## config.mk

```make
export PLATFORM = sky130hd
export DESIGN_NAME = servo_coef_sequencer
export DESIGN_NICKNAME = d
export VERILOG_FILES = /design/src/rtl/servo_pkg.sv /design/src/rtl/servo_coef_bank.sv /design/src/rtl/servo_coef_sequencer.sv
export SDC_FILE = /design/constraint.sdc
export NUM_CORES = 1
export LEC_CHECK = 0
export ABC_AREA = 0
export BUFFER_PORTS_ARGS = -buffer_cell sky130_fd_sc_hd__buf_2
export CORE_MARGIN = 1.5
export CORE_UTILIZATION = 44
export DETAILED_ROUTE_END_ITERATION = 10
export PLACE_DENSITY = 0.62
export SYNTH_ARGS = -nofsm -noshare
export SYNTH_HDL_FRONTEND = slang
export SYNTH_HIERARCHICAL = 1
export SYNTH_SLANG_ARGS = --single-unit
export TNS_END_PERCENT = 1
```

## constraint.sdc

```tcl
create_clock -name clk_in -period 6.2 [get_ports clk_in]
set_clock_uncertainty 0.15 [all_clocks]
set_input_delay 0.31 -clock clk_in [delete_from_list [all_inputs] [get_ports clk_in]]
set_output_delay 0.31 -clock clk_in [all_outputs]
set_load 0.01 [all_outputs]
```

## src/rtl/servo_pkg.sv

```systemverilog
// Shared widths, coefficient addresses and sequencer state encoding
// for the servo coefficient sequencer.
package servo_pkg;

  localparam int COEF_W   = 35;
  localparam int NUM_COEF = 6;

  localparam logic [2:0] ADDR_A1_PI = 3'd0;
  localparam logic [2:0] ADDR_B0_PI = 3'd1;
  localparam logic [2:0] ADDR_B1_PI = 3'd2;
  localparam logic [2:0] ADDR_A1_PD = 3'd3;
  localparam logic [2:0] ADDR_B0_PD = 3'd4;
  localparam logic [2:0] ADDR_B1_PD = 3'd5;

  typedef logic [NUM_COEF-1:0][COEF_W-1:0] coef_vec_t;

  typedef enum logic [1:0] {
    IDLE   = 2'd0,
    MUTE   = 2'd1,
    APPLY  = 2'd2,
    RESUME = 2'd3
  } seq_state_t;

  function automatic logic addr_valid(input logic [2:0] addr);
    return addr < 3'(NUM_COEF);
  endfunction

endpackage

```

## src/rtl/servo_coef_bank.sv

```systemverilog
// Shadow/active coefficient storage: single-word writes go to the shadow
// bank, and one copy pulse moves all six shadows to the active bank at once.
module servo_coef_bank
  import servo_pkg::*;
(
  input  logic                     clk_in,
  input  logic                     rst_n_in,
  input  logic                     wr_en_in,
  input  logic [2:0]               wr_addr_in,
  input  logic signed [COEF_W-1:0] wr_data_in,
  input  logic                     copy_in,
  output coef_vec_t                active_out
);

  coef_vec_t shadow_q;

  always_ff @(posedge clk_in or negedge rst_n_in) begin
    if (!rst_n_in) begin
      shadow_q <= '0;
    end else if (wr_en_in) begin
      for (int i = 0; i < NUM_COEF; i++) begin
        if (wr_addr_in == 3'(i)) begin
          shadow_q[i] <= wr_data_in;
        end
      end
    end
  end

  // Whole-bank copy so the filters never see a mix of old and new coefficients.
  always_ff @(posedge clk_in or negedge rst_n_in) begin
    if (!rst_n_in) begin
      active_out <= '0;
    end else if (copy_in) begin
      active_out <= shadow_q;
    end
  end

endmodule

```

## src/rtl/servo_coef_sequencer.sv

```systemverilog
// Commit sequencer for the PI/PD servo coefficients: mute, flush, atomic apply.
// Optional readback port enabled by defining SERVO_COEF_READBACK_EN.
module servo_coef_sequencer
  import servo_pkg::*;
#(
  parameter int FLUSH_CYCLES   = 4,
  parameter int MUTE_ON_COMMIT = 1
) (
  input  logic                     clk_in,
  input  logic                     rst_n_in,
  input  logic                     wr_valid_in,
  output logic                     wr_ready_out,
  input  logic [2:0]               wr_addr_in,
  input  logic signed [COEF_W-1:0] wr_data_in,
  input  logic                     commit_in,
  input  logic                     servo_en_in,
  output logic                     on_out,
  output logic signed [COEF_W-1:0] a1_PI_out,
  output logic signed [COEF_W-1:0] b0_PI_out,
  output logic signed [COEF_W-1:0] b1_PI_out,
  output logic signed [COEF_W-1:0] a1_PD_out,
  output logic signed [COEF_W-1:0] b0_PD_out,
  output logic signed [COEF_W-1:0] b1_PD_out,
  output logic                     busy_out,
  output logic                     err_out
`ifdef SERVO_COEF_READBACK_EN
  ,
  input  logic [2:0]               rd_addr_in,
  output logic signed [COEF_W-1:0] rd_data_out
`endif
);

  seq_state_t state_q, state_d;
  logic [7:0] cnt_q, cnt_d;
  logic       wr_fire;
  logic       copy_en;
  coef_vec_t  active;

  assign wr_ready_out = (state_q == IDLE);
  assign busy_out     = ~wr_ready_out;
  assign wr_fire      = wr_valid_in & wr_ready_out;

  // The counter is loaded on entry to MUTE and the exit is taken on the edge
  // it reaches zero, so APPLY starts FLUSH_CYCLES edges after the commit.
  always_comb begin
    state_d = state_q;
    cnt_d   = cnt_q;
    copy_en = 1'b0;
    case (state_q)
      IDLE: begin
        if (commit_in) begin
          if (MUTE_ON_COMMIT != 0) begin
            state_d = MUTE;
            cnt_d   = 8'(FLUSH_CYCLES);
          end else begin
            state_d = APPLY;
          end
        end
      end
      MUTE: begin
        if (cnt_q <= 8'd1) begin
          state_d = APPLY;
          cnt_d   = '0;
        end else begin
          cnt_d = cnt_q - 8'd1;
        end
      end
      APPLY: begin
        copy_en = 1'b1;
        state_d = RESUME;
      end
      RESUME: begin
        state_d = IDLE;
      end
      default: begin
        state_d = IDLE;
      end
    endcase
  end

  always_ff @(posedge clk_in or negedge rst_n_in) begin
    if (!rst_n_in) begin
      state_q <= IDLE;
      cnt_q   <= '0;
      on_out  <= 1'b0;
      err_out <= 1'b0;
    end else begin
      state_q <= state_d;
      cnt_q   <= cnt_d;
      on_out  <= (state_d == MUTE) ? 1'b0 : servo_en_in;
      err_out <= wr_fire & ~addr_valid(wr_addr_in);
    end
  end

  servo_coef_bank u_bank (
    .clk_in     (clk_in),
    .rst_n_in   (rst_n_in),
    .wr_en_in   (wr_fire & addr_valid(wr_addr_in)),
    .wr_addr_in (wr_addr_in),
    .wr_data_in (wr_data_in),
    .copy_in    (copy_en),
    .active_out (active)
  );

  assign a1_PI_out = active[ADDR_A1_PI];
  assign b0_PI_out = active[ADDR_B0_PI];
  assign b1_PI_out = active[ADDR_B1_PI];
  assign a1_PD_out = active[ADDR_A1_PD];
  assign b0_PD_out = active[ADDR_B0_PD];
  assign b1_PD_out = active[ADDR_B1_PD];

`ifdef SERVO_COEF_READBACK_EN
  always_ff @(posedge clk_in or negedge rst_n_in) begin
    if (!rst_n_in) begin
      rd_data_out <= '0;
    end else begin
      rd_data_out <= addr_valid(rd_addr_in) ? active[rd_addr_in] : '0;
    end
  end
`endif

endmodule

```

==> reports/summary.txt, run 1 <==
startpoint types = flop
Final min period = 3523 ps
RSZ-0062 raised after global routing = no
ys flop type = dfrtp_1
MaxCap Viol Count = 0
vias per inst = 5.117
Yosys top cell area share = 66.52%
Core Region = 0.03652 mm²
clock network power share = 47.6%
Ys Warns = 6
Inserted Diodes = 0
leading area contributor after synthesis = dfrtp_1
largest cells by area after synthesis = dfrtp_1 67%, mux2_2 29%, buf_2 0.99%, mux2_1 0.49%, buf_6 0.35%
first-pass GRT wire length = 55280 µm
status = finished, final reports clean
Worst Setup EP = u_bank/shadow_q[173]
peak supply drop = 0.1961 mV
Reg power frac = 49.6%
f_max = 283.8 MHz
Nets = 1312
initial antenna violation count = 0
mean routed wirelength per cell = 19.48 µm
asr flop ratio synth = 100.0%
DRC violations left = 0
Yosys cell types = 33
gpl congestion = 0.7277
DR iter-0 viols = 335
Die H = 195.2 µm
Post-CTS Setup Bufs = 0
reg2reg setup slack = 2680 ps
Row Count = 70
worst slew pin tran = 1021 ps
PD cells = 290.0 mW/mm²
share of layout cells above drive strength 1 = 58.74%
Worst Path Max Fanout = 22
fin. max-slew vios = 0
final WL = 34520 µm
worst setup path startpoint = state_q[1]
number of synthesized register bits = 432
cell count after synthesis = 960
Final Power = 0.005783 W
GRT Total Usage = 18.58%
PortBufs = 256
syn nets = 1005
WP data required = 6490 ps
DP HPWL = 21340 µm
post-synthesis sequential area ratio = 66.52%
Reg2Reg Launch Point = state_q[1]
final hold vios = 0
Ports = 257
post-synthesis cell area = 0.01625 mm²
largest net degree at the start of global routing = 176
Combinational Power Share = 2.8%
min setup slack post-route = 2677 ps
P_sw = 0.001228 W
setup_tns = 0 ps
sw frac = 21.24%
setup violators final = 0
die area = 0.03810 mm²
Antenna Nets Post-Route = 0
Die X = 195.2 µm
total CTS buffers = 46
Mean Syn Cell Area = 16.93 µm²
Slew Limit Headroom = 31.64%
vias in the first global route = 9474
Tcrit/Tclk final = 56.83%
CTS root buffer = clkbuf_16
clk sinks = 432
CTS H-tree lvls = 2
vias = 9067
Int Pwr = 0.004554 W
clk slew on worst S/H paths = 60 ps
area grow syn2layout = 22.71%
clock latency on the worst-skew pair = 550 ps
worst hold path type = in -> async
RR Endpoint = u_bank/shadow_q[173]
worst reg2reg path depth = 6
GR Overflow Total = 0
CTS tree = built
pre-CTS setup slack = 2610 ps
CP Capture Type = flop
number of synthesized flops with an enable pin = 0
Worst EP arrival = 3810 ps
Crit Path Category = reg -> reg
Leak = 10.87 nW
Initial Utilization = 44.49%
Max clock buf depth = 3
First-pass DRT Iterations = 4
hold_ws = 188.0 ps
## final cells by class
cell class | count | area (µm²)
timing repair buffer | 305 | 1787
inverter | 5 | 26.28
clock inverter | 15 | 125.1
fill | 3007 | 16580
multi-input combinational | 477 | 5181
clock buffer | 70 | 1425
tap | 468 | 585.6
sequential | 432 | 10810
## metrics by stage
step	std cells	util, %	cell area (µm²)
2_1_floorplan	960	-	16250
3_3_place_gp	1646	49.23	17980
3_5_place_dp	1646	49.23	17980
4_1_cts	1772	54.60	19940
5_1_grt	1772	54.60	19940
6_report	1772	54.60	19940
## cell usage in the layout, fill, tap and decap left out, types with 4 or more instances in the layout
cell / instances
a21oi_1: 5
a31oi_1: 7
buf_2: 255
buf_4: 6
clkbuf_1: 9
clkbuf_16: 49
clkbuf_8: 12
clkinv_2: 13
dfrtp_1: 432
dlygate4sd3_1: 41
inv_1: 4
mux2_1: 7
mux2_2: 413
nand2_1: 6
nor2_1: 9
## registers in the layout, indices dropped and copies added (netlist names)
signal	cells
cnt_q	8
state_q	2
u_bank/active_out	210
err_out	1
u_bank/shadow_q	210
on_out	1
## what timing repair did
action,CTS,global route
hold buffers,41,0
resized for setup,0,0
hold endpoints to repair,298,0
## power groups by stage
stage          sequential [W]  combinational, W  clock, W
5_1_grt               0.00287          0.000184   0.00295
3_3_place_gp          0.00292          0.000144         0
2_1_floorplan         0.00291         0.0000400         0
6_report              0.00287          0.000161   0.00275
4_1_cts               0.00287          0.000167   0.00284
3_5_place_dp          0.00292          0.000148         0
## per-layer routing
layer  GRT usage (%)  up-vias  share of wire (%)
li1                -     4046                  -
met4           6.087        0                2.3
met2           29.89      203                 48
met3           4.231       59                5.2
met5               0        -                  0
met1           25.05     4759                 45
## worst min-delay path by stage
stage,end,slack [ps],cells past startpoint
6_report,u_bank/active_out[126],190,2
5_1_grt,u_bank/shadow_q[29],230,3
4_1_cts,u_bank/shadow_q[27],190,3
3_5_place_dp,u_bank/active_out[128],220,1
3_3_place_gp,u_bank/active_out[126],210,1
2_1_floorplan,cnt_q[0],-140,0
## Yosys cell counts, drive strengths merged, types with 2 or more instances
| library cell | instances |
|---|---|
| nor3 | 5 |
| mux2 | 420 |
| nand2b | 3 |
| a21oi | 6 |
| inv | 5 |
| dfrtp | 432 |
| o21ai | 3 |
| nand4b | 2 |
| nand2 | 6 |
| clkbuf | 3 |
| nor2 | 9 |
| and4bb | 2 |
| buf | 43 |
| and2 | 2 |
| a31oi | 8 |
| ha | 2 |
## logic make-up after synthesis
| logic type | count (synthesis) | synth area share (%) |
|---|---|---|
| AO/OA/AOI/OAI | 20 | 0.8392 |
| buffers and inverters | 51 | 1.794 |
| multiplexers | 420 | 29.10 |
| adder cells (fa/ha/maj) | 2 | 0.1540 |
| AND/OR/NAND/NOR | 35 | 1.586 |
| flip-flops | 432 | 66.52 |
## critical path: stages (launching register included)
cell and delay [ps]:
dfrtp_1 410, nor2_1 270, nand2_1 150, a21oi_1 540, nor4bb_4 970, buf_4 510, mux2_2 380
No activity file was read; power rests on OpenSTA's default activity.
==> run 2: changes to the inputs <==
--- a/config.mk
+++ b/config.mk
@@ -10,7 +10,7 @@
 export CORE_MARGIN = 1.5
 export CORE_UTILIZATION = 44
 export DETAILED_ROUTE_END_ITERATION = 10
-export PLACE_DENSITY = 0.62
+export PLACE_DENSITY = 0.64
 export SYNTH_ARGS = -nofsm -noshare
 export SYNTH_HDL_FRONTEND = slang
 export SYNTH_HIERARCHICAL = 1
==> constraint.sdc (replaced) <==
create_clock -name clk_in -period 3.1 [get_ports clk_in]
set_clock_uncertainty 0.15 [all_clocks]
set_input_delay 0.155 -clock clk_in [delete_from_list [all_inputs] [get_ports clk_in]]
set_output_delay 0.155 -clock clk_in [all_outputs]
set_load 0.01 [all_outputs]
==> reports/summary.txt, run 2 (synthesis results as in run 1) <==
share of layout cells above drive strength 1 = 59.07% (+0.33 points)
Inserted Diodes = 0 (unchanged)
worst slew pin tran = 786.9 ps (-234.2 ps)
top flop regs = u_bank/active_out x210, u_bank/shadow_q x210, cnt_q x8
sw frac = 21.18% (-0.062 points)
Int Pwr = 0.009156 W (+100%)
Worst EP arrival = 2740 ps (-1070 ps)
initial antenna violation count = 0 (unchanged)
DRC violations left = 0 (unchanged)
Combinational Power Share = 2.9% (about the same)
setup_tns = 0 ps (unchanged)
f_max = 407.1 MHz (+43%)
clk sinks = 432 (unchanged)
startpoint types = flop
setup violators final = 0 (unchanged)
final WL = 36130 µm (+4.7%)
RSZ-0062 raised after global routing = no
DP HPWL = 23110 µm (+8.3%)
clock latency on the worst-skew pair = 550 ps (about the same)
area grow syn2layout = 23.81%
PD cells = 577.4 mW/mm² (+99%)
WP data required = 3380 ps (-3110 ps)
GR Overflow Total = 0 (unchanged)
clk slew on worst S/H paths = 60 ps (about the same)
Resize count post-CTS = 0 (unchanged)
fin. max-slew vios = 0 (unchanged)
CP Capture Type = flop
PortBufs = 256 (unchanged)
Die X = 195.2 µm (unchanged)
Crit Path Category = reg -> reg
die area = 0.03810 mm² (unchanged)
Worst Path Max Fanout = 12 (-45%)
P_sw = 0.002460 W (+100%)
Max clock buf depth = 3 (unchanged)
vias per inst = 5.119 (about the same)
CTS H-tree lvls = 2 (unchanged)
GRT Total Usage = 19.51% (+0.93 points)
MaxCap Viol Count = 0 (unchanged)
worst hold path type = in -> reg
CTS tree = built
Core Region = 0.03652 mm² (unchanged)
hold_ws = 60.60 ps (-127.4 ps)
clock network power share = 47.8% (+0.2 points)
gpl congestion = 0.7572 (+4.1%)
CTS root buffer = clkbuf_16
status = finished, final reports clean
first-pass GRT wire length = 57630 µm (+4.3%)
most frequent cells in the layout = 432 x dfrtp_1, 413 x mux2_2, 255 x buf_2, 47 x clkbuf_16, 41 x dlygate4sd3_1
First-pass DRT Iterations = 4 (unchanged)
peak supply drop = 0.4984 mV (+150%)
Ports = 257 (unchanged)
Leak = 10.95 nW (+0.76%)
Die H = 195.2 µm (unchanged)
Nets = 1328 (+1.2%)
DR iter-0 viols = 262 (-22%)
total CTS buffers = 45 (-2.2%)
vias in the first global route = 9682 (+2.2%)
Row Count = 70 (unchanged)
final hold vios = 0 (unchanged)
Initial Utilization = 44.49% (unchanged)
Antenna Nets Post-Route = 0 (unchanged)
Tcrit/Tclk final = 79.24% (+22 points)
Final min period = 2456 ps (-1067 ps)
mean routed wirelength per cell = 20.24 µm (+3.9%)
Slew Limit Headroom = 47.54% (+16 points)
vias = 9137 (+0.77%)
Reg power frac = 49.4% (-0.2 points)
commonest non-fill, non-tap cell in the layout = dfrtp_1
largest net degree at the start of global routing = 95 (-46%)
fill count = 3006 (-0.033%)
## run 2: layout make-up
cell class | count | area [µm²] | share of cell area [%]
multi-input combinational | 477 | 5181 | 25.75
timing repair buffer | 322 | 1977 | 9.825
clock inverter | 13 | 175.2 | 0.8706
sequential | 432 | 10810 | 53.73
inverter | 5 | 26.28 | 0.1306
clock buffer | 68 | 1365 | 6.784
tap | 468 | 585.6 | 2.910
## run 2: timing repair
item,CTS,global route
hold buffers,41,0
buffers inserted,0,0
hold endpoints to repair,304,0
## run 2: worst max-delay path: stages, from the launching register on
cell and delay [ps]:
dfrtp_1 430, inv_1 70, ha_1 260, or2_1 280, a31oi_4 340, a21oi_2 80, and2_1 170, dlygate4sd3_1 560
## run 2: power groups by stage
stage / Combinational (W) / Clock, W / Sequential [W]
floorplan: 0.0000800 / 0 / 0.00583
global placement: 0.000299 / 0 / 0.00583
detailed placement: 0.000305 / 0 / 0.00583
CTS: 0.000345 / 0.00572 / 0.00573
global route: 0.000382 / 0.00593 / 0.00574
finish: 0.000333 / 0.00555 / 0.00573
## run 2: per-stage QoR
stage                     area, µm²  utilization (%)  total power, W  cells  setup WS (ps)
after CTS                     20120            55.09         0.01180   1785          645.2
after global placement        18170            49.75        0.006132   1663          710.4
final                         20120            55.09         0.01162   1785          643.7
after floorplan               16250                -        0.005907    960          662.6
after detailed placement      18170            49.75        0.006140   1663          662.8
after global routing          20120            55.09         0.01205   1785          509.0
## run 2: per-layer routing
layer  vias to the layer above  routed length, µm  global-route usage (%)
li1                       4067                  -                       -
met1                      4834              16090                   25.75
met2                       186              17400                   32.04
met3                        50               1877                   4.560
met4                         0                764                   6.144
met5                         -                  0                       0
## run 2: path summary, 6_finish.rpt
path,from,to,slack (ps),depth (start not counted)
worst max-delay path,cnt_q[0],on_out,640,7
worst min-delay path,wr_addr_in[2],u_bank/shadow_q[199],60,3
worst max register to register,cnt_q[0],on_out,640,7
worst min register to register,u_bank/shadow_q[34],u_bank/shadow_q[34],330,1
max in group asynchronous,rst_n_in,u_bank/active_out[179],1800,3
min in group asynchronous,rst_n_in,u_bank/active_out[125],80,2
